`src/rtl/axil_pkg.sv`:
```
// Shared AXI-Lite definitions: command-master FSM states and response codes.
package axil_pkg;

  typedef enum logic [2:0] {
    IDLE,
    WR_REQ,
    WR_RESP,
    RD_REQ,
    RD_RESP,
    RSP,
    DRAIN
  } state_e;

  localparam logic [1:0] RESP_OKAY   = 2'b00;
  localparam logic [1:0] RESP_SLVERR = 2'b10;

endpackage

```
`src/rtl/axil_cmd_master.sv`:
```
// AXI-Lite master executing one read/write command at a time, answering on rsp_*.
// Optional watchdog with late-handshake drain: define AXIL_CMD_MASTER_TIMEOUT_EN.
module axil_cmd_master
  import axil_pkg::*;
#(
  parameter int unsigned ADDR_W         = 32,
  parameter int unsigned DATA_W         = 32,
  parameter int unsigned TIMEOUT_CYCLES = 256
) (
  input  logic              ACLK,
  input  logic              ARESET,
  input  logic              cmd_valid,
  output logic              cmd_ready,
  input  logic              cmd_write,
  input  logic [ADDR_W-1:0] cmd_addr,
  input  logic [DATA_W-1:0] cmd_wdata,
  output logic              rsp_valid,
  input  logic              rsp_ready,
  output logic              rsp_write,
  output logic [DATA_W-1:0] rsp_rdata,
  output logic [1:0]        rsp_resp,
  output logic              AWVALID,
  input  logic              AWREADY,
  output logic [ADDR_W-1:0] AWADDR,
  output logic              WVALID,
  input  logic              WREADY,
  output logic [DATA_W-1:0] WDATA,
  input  logic              BVALID,
  output logic              BREADY,
  input  logic [1:0]        BRESP,
  output logic              ARVALID,
  input  logic              ARREADY,
  output logic [ADDR_W-1:0] ARADDR,
  input  logic              RVALID,
  output logic              RREADY,
  input  logic [DATA_W-1:0] RDATA,
  input  logic [1:0]        RRESP
);

  state_e            state_q, state_d;
  logic [ADDR_W-1:0] addr_q, addr_d;
  logic [DATA_W-1:0] wdata_q, wdata_d;
  logic              aw_pend_q, aw_pend_d, w_pend_q, w_pend_d, b_pend_q, b_pend_d;
  logic              ar_pend_q, ar_pend_d, r_pend_q, r_pend_d;
  logic              rsp_write_q, rsp_write_d;
  logic [DATA_W-1:0] rsp_rdata_q, rsp_rdata_d;
  logic [1:0]        rsp_resp_q, rsp_resp_d;
  logic              aw_hs, w_hs, b_hs, ar_hs, r_hs;

`ifdef AXIL_CMD_MASTER_TIMEOUT_EN
  localparam int unsigned CNT_W = $clog2(TIMEOUT_CYCLES + 1);
  logic [CNT_W-1:0] cnt_q, cnt_d;
  logic             tmo_q, tmo_d;
`else
  logic [31:0] unused_timeout;
  assign unused_timeout = 32'(TIMEOUT_CYCLES);
`endif

  // Each *_pend flag tracks one AXI channel still owed a handshake; VALIDs come straight from them.
  assign cmd_ready = (state_q == IDLE) && !ARESET;
  assign AWVALID   = aw_pend_q;
  assign AWADDR    = addr_q;
  assign WVALID    = w_pend_q;
  assign WDATA     = wdata_q;
  assign ARVALID   = ar_pend_q;
  assign ARADDR    = addr_q;
  assign BREADY    = (state_q == WR_RESP) || ((state_q == DRAIN) && b_pend_q);
  assign RREADY    = (state_q == RD_RESP) || ((state_q == DRAIN) && r_pend_q);
  assign rsp_valid = (state_q == RSP);
  assign rsp_write = rsp_write_q;
  assign rsp_rdata = rsp_rdata_q;
  assign rsp_resp  = rsp_resp_q;

  assign aw_hs = aw_pend_q && AWREADY;
  assign w_hs  = w_pend_q && WREADY;
  assign b_hs  = BREADY && BVALID;
  assign ar_hs = ar_pend_q && ARREADY;
  assign r_hs  = RREADY && RVALID;

  always_comb begin
    state_d     = state_q;
    addr_d      = addr_q;
    wdata_d     = wdata_q;
    aw_pend_d   = aw_pend_q && !aw_hs;
    w_pend_d    = w_pend_q && !w_hs;
    b_pend_d    = b_pend_q && !b_hs;
    ar_pend_d   = ar_pend_q && !ar_hs;
    r_pend_d    = r_pend_q && !r_hs;
    rsp_write_d = rsp_write_q;
    rsp_rdata_d = rsp_rdata_q;
    rsp_resp_d  = rsp_resp_q;
`ifdef AXIL_CMD_MASTER_TIMEOUT_EN
    cnt_d       = cnt_q;
    tmo_d       = tmo_q;
`endif

    case (state_q)
      IDLE: begin
        if (cmd_valid) begin
          addr_d      = cmd_addr;
          wdata_d     = cmd_wdata;
          rsp_write_d = cmd_write;
          if (cmd_write) begin
            aw_pend_d = 1'b1;
            w_pend_d  = 1'b1;
            b_pend_d  = 1'b1;
            state_d   = WR_REQ;
          end else begin
            ar_pend_d = 1'b1;
            r_pend_d  = 1'b1;
            state_d   = RD_REQ;
          end
`ifdef AXIL_CMD_MASTER_TIMEOUT_EN
          cnt_d = '0;
`endif
        end
      end
      WR_REQ: if (!aw_pend_d && !w_pend_d) state_d = WR_RESP;
      WR_RESP: begin
        if (BVALID) begin
          rsp_resp_d  = BRESP;
          rsp_rdata_d = '0;
          state_d     = RSP;
        end
      end
      RD_REQ: if (!ar_pend_d) state_d = RD_RESP;
      RD_RESP: begin
        if (RVALID) begin
          rsp_resp_d  = RRESP;
          rsp_rdata_d = RDATA;
          state_d     = RSP;
        end
      end
      RSP: begin
        if (rsp_ready) begin
          state_d = IDLE;
`ifdef AXIL_CMD_MASTER_TIMEOUT_EN
          if (tmo_q) state_d = DRAIN;
          tmo_d = 1'b0;
`endif
        end
      end
      DRAIN: begin
        if (!aw_pend_d && !w_pend_d && !b_pend_d && !ar_pend_d && !r_pend_d) state_d = IDLE;
      end
      default: state_d = IDLE;
    endcase

`ifdef AXIL_CMD_MASTER_TIMEOUT_EN
    // Timeout overrides the wait state; pending channels keep their VALIDs until DRAIN finishes them.
    if (state_q inside {WR_REQ, WR_RESP, RD_REQ, RD_RESP}) begin
      if (aw_hs || w_hs || b_hs || ar_hs || r_hs) begin
        cnt_d = '0;
      end else if (cnt_q == CNT_W'(TIMEOUT_CYCLES - 1)) begin
        state_d     = RSP;
        rsp_resp_d  = RESP_SLVERR;
        rsp_rdata_d = '0;
        tmo_d       = 1'b1;
        cnt_d       = '0;
      end else begin
        cnt_d = cnt_q + CNT_W'(1);
      end
    end
`endif
  end

  always_ff @(posedge ACLK) begin
    if (ARESET) begin
      state_q     <= IDLE;
      addr_q      <= '0;
      wdata_q     <= '0;
      aw_pend_q   <= 1'b0;
      w_pend_q    <= 1'b0;
      b_pend_q    <= 1'b0;
      ar_pend_q   <= 1'b0;
      r_pend_q    <= 1'b0;
      rsp_write_q <= 1'b0;
      rsp_rdata_q <= '0;
      rsp_resp_q  <= RESP_OKAY;
    end else begin
      state_q     <= state_d;
      addr_q      <= addr_d;
      wdata_q     <= wdata_d;
      aw_pend_q   <= aw_pend_d;
      w_pend_q    <= w_pend_d;
      b_pend_q    <= b_pend_d;
      ar_pend_q   <= ar_pend_d;
      r_pend_q    <= r_pend_d;
      rsp_write_q <= rsp_write_d;
      rsp_rdata_q <= rsp_rdata_d;
      rsp_resp_q  <= rsp_resp_d;
    end
  end

`ifdef AXIL_CMD_MASTER_TIMEOUT_EN
  always_ff @(posedge ACLK) begin
    if (ARESET) begin
      cnt_q <= '0;
      tmo_q <= 1'b0;
    end else begin
      cnt_q <= cnt_d;
      tmo_q <= tmo_d;
    end
  end
`endif

endmodule
```
`config.mk`:
```
export PLATFORM = sky130hd
export DESIGN_NAME = axil_cmd_master
export DESIGN_NICKNAME = d
export VERILOG_FILES = /design/src/rtl/axil_pkg.sv /design/src/rtl/axil_cmd_master.sv
export SDC_FILE = /design/constraint.sdc
export NUM_CORES = 1
export LEC_CHECK = 0
export BUFFER_PORTS_ARGS = -buffer_cell sky130_fd_sc_hd__buf_2
export CAP_MARGIN = 40
export CORE_ASPECT_RATIO = 1.25
export CORE_MARGIN = 4
export CORE_UTILIZATION = 30
export CTS_BUF_LIST = sky130_fd_sc_hd__clkbuf_16
export DETAILED_ROUTE_END_ITERATION = 8
export PLACE_DENSITY = 0.59
export SKIP_LAST_GASP = 1
export SYNTH_ARGS = -nofsm -noshare
export SYNTH_HDL_FRONTEND = slang
export SYNTH_SLANG_ARGS = --single-unit
```
`constraint.sdc`:
```
create_clock -name ACLK -period 1.6 [get_ports ACLK]
set_input_delay 0.08 -clock ACLK [delete_from_list [all_inputs] [get_ports ACLK]]
set_output_delay 0.08 -clock ACLK [all_outputs]
set_load 0.005 [all_outputs]
```
# == Word-level counts from Yosys, hierarchy flattened ==
# Cells that the tools add are included.
# totals
ff_bits,107
wordCells,89
out_inout_bits,138
# op_classes
eq_ne,13
n_reduce_logical,35
mux,30
# op_table
operator,n
32-bit two-way mux,2
32-bit one-hot mux with 2 select lines,1
3-bit two-way mux,7
3-bit one-hot mux with 7 select lines,1
1-bit logical AND,17
1-bit two-way mux,15
1-bit logical NOT,11
2-bit inequality test (second input constant),5
3-bit equality test (second input constant),3
7-bit AND reduction,1
3-bit by 2-bit equality test with 1-bit output (second input constant),2
2-bit two-way mux,3
2-bit by 1-bit inequality test with 1-bit output (second input constant),2
2-bit one-hot mux with 2 select lines,1
3-bit by 1-bit equality test with 1-bit output (second input constant),1
3-bit logical NOT,1
3-bit AND reduction,1
1-bit logical OR,2
2-bit AND reduction,1
2-bit nonzero test,1

# == Logic depth before layout (Yosys ltp) ==
# logic_depth
ltp_word,12
depth_mapped,8
ltp_nobuf,5

# == Worst setup path before layout ==
# Ideal clock, no wire load.
# synth_path
kind,reg2reg
from,register state_q[1]
to,register state_q[1]
arrival_time_ps,1161
required_ps,1465
slack_ps,304
n_path_buf,1
stages_incl_launch_ff,7
path_cell_list,dfxtp_1 > buf_6 > nor3b_1 > a21oi_1 > o22ai_2 > mux2i_1 > a21oi_1
# synth_via
elab_chain_cells,12
word_cells_on_any_way,31
cone_classes,eq/ne (13); mux (1); reduce/logical (17)
# synth_lines
element,line,rtl
"start, declared",axil_cmd_master.sv:40,"state_e state_q, state_d;"
"start signal, assigned",axil_cmd_master.sv:181,state_q <= state_d;
3-bit equality test,"axil_cmd_master.sv:67, axil_cmd_master.sv:68, axil_cmd_master.sv:97",
1-bit logical AND,axil_cmd_master.sv:67,assign BREADY = (state_q == WR_RESP) || ((state_q == DRAIN) && b_pend_q);
1-bit logical OR,axil_cmd_master.sv:67,
1-bit logical AND,axil_cmd_master.sv:76,assign b_hs = BREADY && BVALID;
1-bit logical NOT,axil_cmd_master.sv:86,b_pend_d = b_pend_q && !b_hs;
1-bit logical AND,axil_cmd_master.sv:86,
1-bit logical NOT,axil_cmd_master.sv:144,if (!aw_pend_d && !w_pend_d && !b_pend_d && !ar_pend_d && !r_pend_d) state_d = IDLE;
1-bit logical AND (3 in series),axil_cmd_master.sv:144,
2-bit by 1-bit inequality test with 1-bit output (no line),-,
7-bit AND reduction (no line),-,
# Several ways; a longest one is shown, not always the timed one.
# A chain may end at the register's enable or synchronous reset.

# == Worst setup path in the final report ==
# layout_path
from,register state_q[2]
to,output port BREADY
# layout_via
elab_chain_cells,3
word_cells_on_any_way,4
cone_classes,eq/ne (2); reduce/logical (2)
# layout_lines
element,line,rtl
3-bit equality test,axil_cmd_master.sv:67,
1-bit logical AND,axil_cmd_master.sv:67,
1-bit logical OR *,axil_cmd_master.sv:67,
"end, declared",axil_cmd_master.sv:29,"output logic BREADY,"
# Every way passes the cells marked *; elsewhere a longest branch is shown, timed or not.

==> results.rst <==
.. list-table::
   :header-rows: 1

   * - Metric
     - Value
   * - Setup repair after global routing missed its margin
     - no
   * - Finished Cell Area
     - 6828 µm²
   * - CTS tree
     - done
   * - Endpoint with the worst hold slack
     - WVALID$_SDFF_PP0_
   * - H-tree levels
     - 3
   * - Maximum capacitance violations
     - 0
   * - GRT Resource Usage Total
     - 0.1571
   * - Sequence of cells on the critical path
     - buf_4 -> nand2b_1 -> and3_1 -> buf_2
   * - Synth top area share
     - 0.4864
   * - Highest-utilization routing layer at the global route stage
     - met2
   * - Met3 demand-to-capacity share in global routing
     - 0.04465
   * - Average cell area after synthesis
     - 8.156 µm²
   * - PD cells
     - 1258 nW/µm²
   * - Synthesized instance count
     - 540
   * - Die W
     - approximately 120 µm
   * - Final number of hold-violating endpoints
     - 0
   * - Category of the most critical setup path
     - reg2out
   * - Critical path depth
     - 4
   * - Routed via count divided by cell count
     - 4.554
   * - Crit end category
     - output port
   * - Clk Latency, worst-skew pair
     - 0.35 ns
   * - Worst Max-Slew Pin Slew
     - 0.5446 ns
   * - Run status
     - complete, no violations
   * - Number of cell rows
     - slightly below 50
   * - Net count after synthesis
     - 650
   * - Drt pass-1 iters
     - 4
   * - Main area contributors after synthesis
     - sky130_fd_sc_hd__dfxtp_1 49%, sky130_fd_sc_hd__nand2_1 13%, sky130_fd_sc_hd__a21oi_1 11%
   * - Number of buffer and inverter stages on the critical path
     - 2
   * - FF+latch count, synth
     - 107
   * - Global-route wire length before repair
     - 21070 µm
   * - Sinks on Clock Net
     - 107
   * - Initial core utilization
     - 0.3057
   * - Number of top-level pins
     - 248
   * - Part of the Yosys area used for sequential elements
     - 0.4864
   * - Signal arrival time at the worst endpoint
     - 1.35 ns
   * - Maximum vdd ir drop
     - 601.3 µV
   * - Clock transition time at the flip-flop clock pins of the worst setup and hold paths
     - 0.07 ns
   * - Pin count of the biggest net entering global routing
     - 45
   * - Min-Delay Path Depth
     - 3
   * - Placement Cell Area
     - 5605 µm²
   * - Proportion of register bits with asynchronous set or reset after synthesis
     - 0
   * - DR WL/cell
     - 13.36 µm
   * - Setup Skew
     - 0.007736 ns
   * - DRT Wirelength
     - 13630 µm
   * - Final Setup Violations
     - 0
   * - Primary flip-flop cell chosen by synthesis mapping
     - sky130_fd_sc_hd__dfxtp_1
   * - Initial antenna violation count
     - 0
   * - Core Footprint
     - 14410 µm²
   * - R2R Path Start
     - state_q[2]$_SDFFE_PP0P_
   * - Relative slew slack
     - 0.6370
   * - Data required time of the critical path
     - roughly 1.5 ns
   * - Final min period
     - 1.434 ns
   * - Cell family with most CP delay
     - flip-flops
   * - FF-to-FF setup slack
     - 0.20 ns
   * - Warnings from Yosys
     - 0
   * - Reg-to-Reg End
     - ARADDR[0]$_SDFFE_PP0P_
   * - Longest individual stage delay on the worst path
     - 0.45 ns
   * - Number of synthesized flops with an enable pin
     - 0
   * - Largest fanout on the critical path
     - 10
   * - Pins Over Slew Limit
     - 0
   * - Die ar.
     - 16700 µm²
   * - Cell accounting for the most synthesized area
     - sky130_fd_sc_hd__dfxtp_1
   * - Cell with the largest stage delay on the worst path
     - sky130_fd_sc_hd__dfxtp_2
   * - Placer Congestion
     - 0.7688
   * - Highest attainable clock frequency
     - 0.6973 GHz
   * - Detailed-route via count
     - 4645
   * - Worst Setup SP
     - state_q[2]$_SDFFE_PP0P_
   * - Period utilization
     - 0.8964
   * - Post-route ant nets
     - 0
   * - Startpoint Class
     - flip-flop
   * - Inserted Clock Buffers
     - 9
   * - Path class of the lowest-slack min-delay path
     - in2reg
   * - Leftover overflow at the end of global routing
     - 0
   * - Vertical extent of the die
     - 143.5 µm
   * - Root Buffer Master
     - sky130_fd_sc_hd__clkbuf_16
   * - Diode insertion count for antenna repair
     - 0
   * - Fraction of final layout cells sized beyond drive strength 1
     - 0.3670
   * - Number of DRC markers after the initial detailed-route iteration
     - approximately 210
   * - Aggregate negative setup slack
     - 0 ns
   * - Count of buffers inserted at the top-level ports
     - ~250
   * - Final nets
     - 949
   * - Global-route met1 utilization
     - 0.1723
   * - Vias in the first global route
     - 4423
   * - Reported leakage power
     - 3.136 nW
   * - Source of the worst hold timing path
     - cmd_write
   * - Met2 Resource Use GR
     - 0.2779
   * - DRC violation count after routing
     - 0
   * - CTS Buffer Depth
     - 2
   * - Post-synthesis to final-layout area growth
     - 55.03%
   * - Post-synth cell types
     - 37
   * - Synthesized area
     - approximately 4400 µm²
   * - Worst reg2reg path depth
     - 5
   * - HPWL after detailed placement
     - 9037 µm
-- per-stage QoR --
stage	utilization	total power [mW]	cells	setup slack, ns	hold WS [ns]
after floorplan	-	5.549	540	0.3041	0.2069
after global placement	0.3891	6.509	910	0.1255	0.3199
after detailed placement	0.3891	6.515	910	0.1061	0.3238
after CTS	0.4738	8.736	1020	0.04214	0.01896
after global routing	0.4739	9.196	1020	0.07057	0.03685
final	0.4739	8.592	1020	0.1658	0.04264
-- what timing repair did --
| item | 4_1_cts | 5_1_grt |
|---|---|---|
| endpoints found under the hold margin | 96 | 0 |
| gates resized for setup | 1 | 1 |
| setup buffers | 0 | 0 |
| hold buffers | 96 | 0 |
| setup endpoints to repair | 1 | 2 |
-- cells in the final DEF (no fill, tap or decap), types with 3 or more instances in the layout --
cell / Yosys / routed
sky130_fd_sc_hd__nand2_2: 10 / 10
sky130_fd_sc_hd__a211oi_1: 3 / 3
sky130_fd_sc_hd__nor2_1: 10 / 10
sky130_fd_sc_hd__clkbuf_16: 0 / 9
sky130_fd_sc_hd__nor2b_1: 5 / 5
sky130_fd_sc_hd__dlygate4sd3_1: 0 / 96
sky130_fd_sc_hd__buf_4: 34 / 11
sky130_fd_sc_hd__buf_2: 17 / 246
sky130_fd_sc_hd__buf_12: 0 / 8
sky130_fd_sc_hd__dfxtp_1: 107 / 105
sky130_fd_sc_hd__nand2b_1: 3 / 3
sky130_fd_sc_hd__a21oi_1: 96 / 96
sky130_fd_sc_hd__mux2i_1: 3 / 3
sky130_fd_sc_hd__a21oi_2: 10 / 10
sky130_fd_sc_hd__inv_1: 3 / 4
sky130_fd_sc_hd__nand3_1: 35 / 34
sky130_fd_sc_hd__clkinvlp_4: 0 / 4
sky130_fd_sc_hd__nand2_1: 157 / 157
-- synthesized netlist by cell type, types with 2 or more instances --
cell type and count:
sky130_fd_sc_hd__a211oi_1 3, sky130_fd_sc_hd__a21oi_1 96, sky130_fd_sc_hd__a21oi_2 10, sky130_fd_sc_hd__and3_1 2, sky130_fd_sc_hd__buf_2 17, sky130_fd_sc_hd__buf_4 34, sky130_fd_sc_hd__buf_6 6, sky130_fd_sc_hd__buf_8 3
sky130_fd_sc_hd__clkbuf_1 13, sky130_fd_sc_hd__dfxtp_1 107, sky130_fd_sc_hd__inv_1 3, sky130_fd_sc_hd__mux2i_1 3, sky130_fd_sc_hd__nand2_1 157, sky130_fd_sc_hd__nand2_2 10, sky130_fd_sc_hd__nand2b_1 3, sky130_fd_sc_hd__nand3_1 35
sky130_fd_sc_hd__nor2_1 10, sky130_fd_sc_hd__nor2b_1 5, sky130_fd_sc_hd__nor3_1 2, sky130_fd_sc_hd__nor3b_1 2, sky130_fd_sc_hd__nor4_1 2, sky130_fd_sc_hd__o21ai_1 2
-- report_power, final --
group | total, mW | leakage (nW) | switching [mW] | internal (mW)
Clock | 1.97 | 0.117 | 0.941 | 1.03
Sequential | 3.39 | 0.873 | 0.287 | 3.10
Combinational | 3.23 | 2.15 | 1.76 | 1.47
Total | 8.59 | 3.14 | 2.99 | 5.61
-- sequential cells by signal (all words and copies together), names as in the netlist --
register,cells
ARADDR,32
rsp_resp,2
WVALID,1
r_pend_q,1
state_q,3
rsp_rdata,32
ARVALID,1
AWVALID,1
rsp_write,1
b_pend_q,1
WDATA,32
-- worst reg2reg max path: stages (launching register included) --
cell	delay (ns)
sky130_fd_sc_hd__dfxtp_2	0.38
sky130_fd_sc_hd__nor2_2	0.15
sky130_fd_sc_hd__and3_2	0.29
sky130_fd_sc_hd__buf_12	0.24
sky130_fd_sc_hd__nand2_1	0.11
sky130_fd_sc_hd__a21oi_1	0.15
-- cells by family after synthesis --
family                 count (synthesis)  share of synthesized area
and+or+nand+nor                      235                     0.2364
AOI/OAI and AO/OA                    119                     0.1540
DFF                                  107                     0.4864
buffers and inverters                 76                     0.1165
muxes                                  3                   0.006818
-- final cells by class --
| cell class | instances | area (µm²) |
|---|---|---|
| clock buffer | 9 | 225.2 |
| clock inverter | 5 | 33.78 |
| fill | 1394 | 7580 |
| inverter | 3 | 11.26 |
| multi-input combinational | 357 | 1755 |
| sequential | 107 | 2145 |
| tap | 178 | 222.7 |
| timing repair buffer | 361 | 2435 |
-- layer usage --
metal | up-vias | routed length [µm]
met5 | - | 0
met4 | 0 | 348
met3 | 27 | 1211
met2 | 191 | 6713
met1 | 2090 | 5351
li1 | 2337 | -
-- worst max path at each step --
stage                              endpoint  slack [ns]
floorplan           state_q[1]$_SDFFE_PP0P_        0.30
global placement    state_q[1]$_SDFFE_PP0P_        0.13
detailed placement  state_q[1]$_SDFFE_PP0P_        0.11
CTS                                  BREADY        0.04
global route                         BREADY        0.07
finish                               BREADY        0.17
No activity file was read; power rests on OpenSTA's default activity.
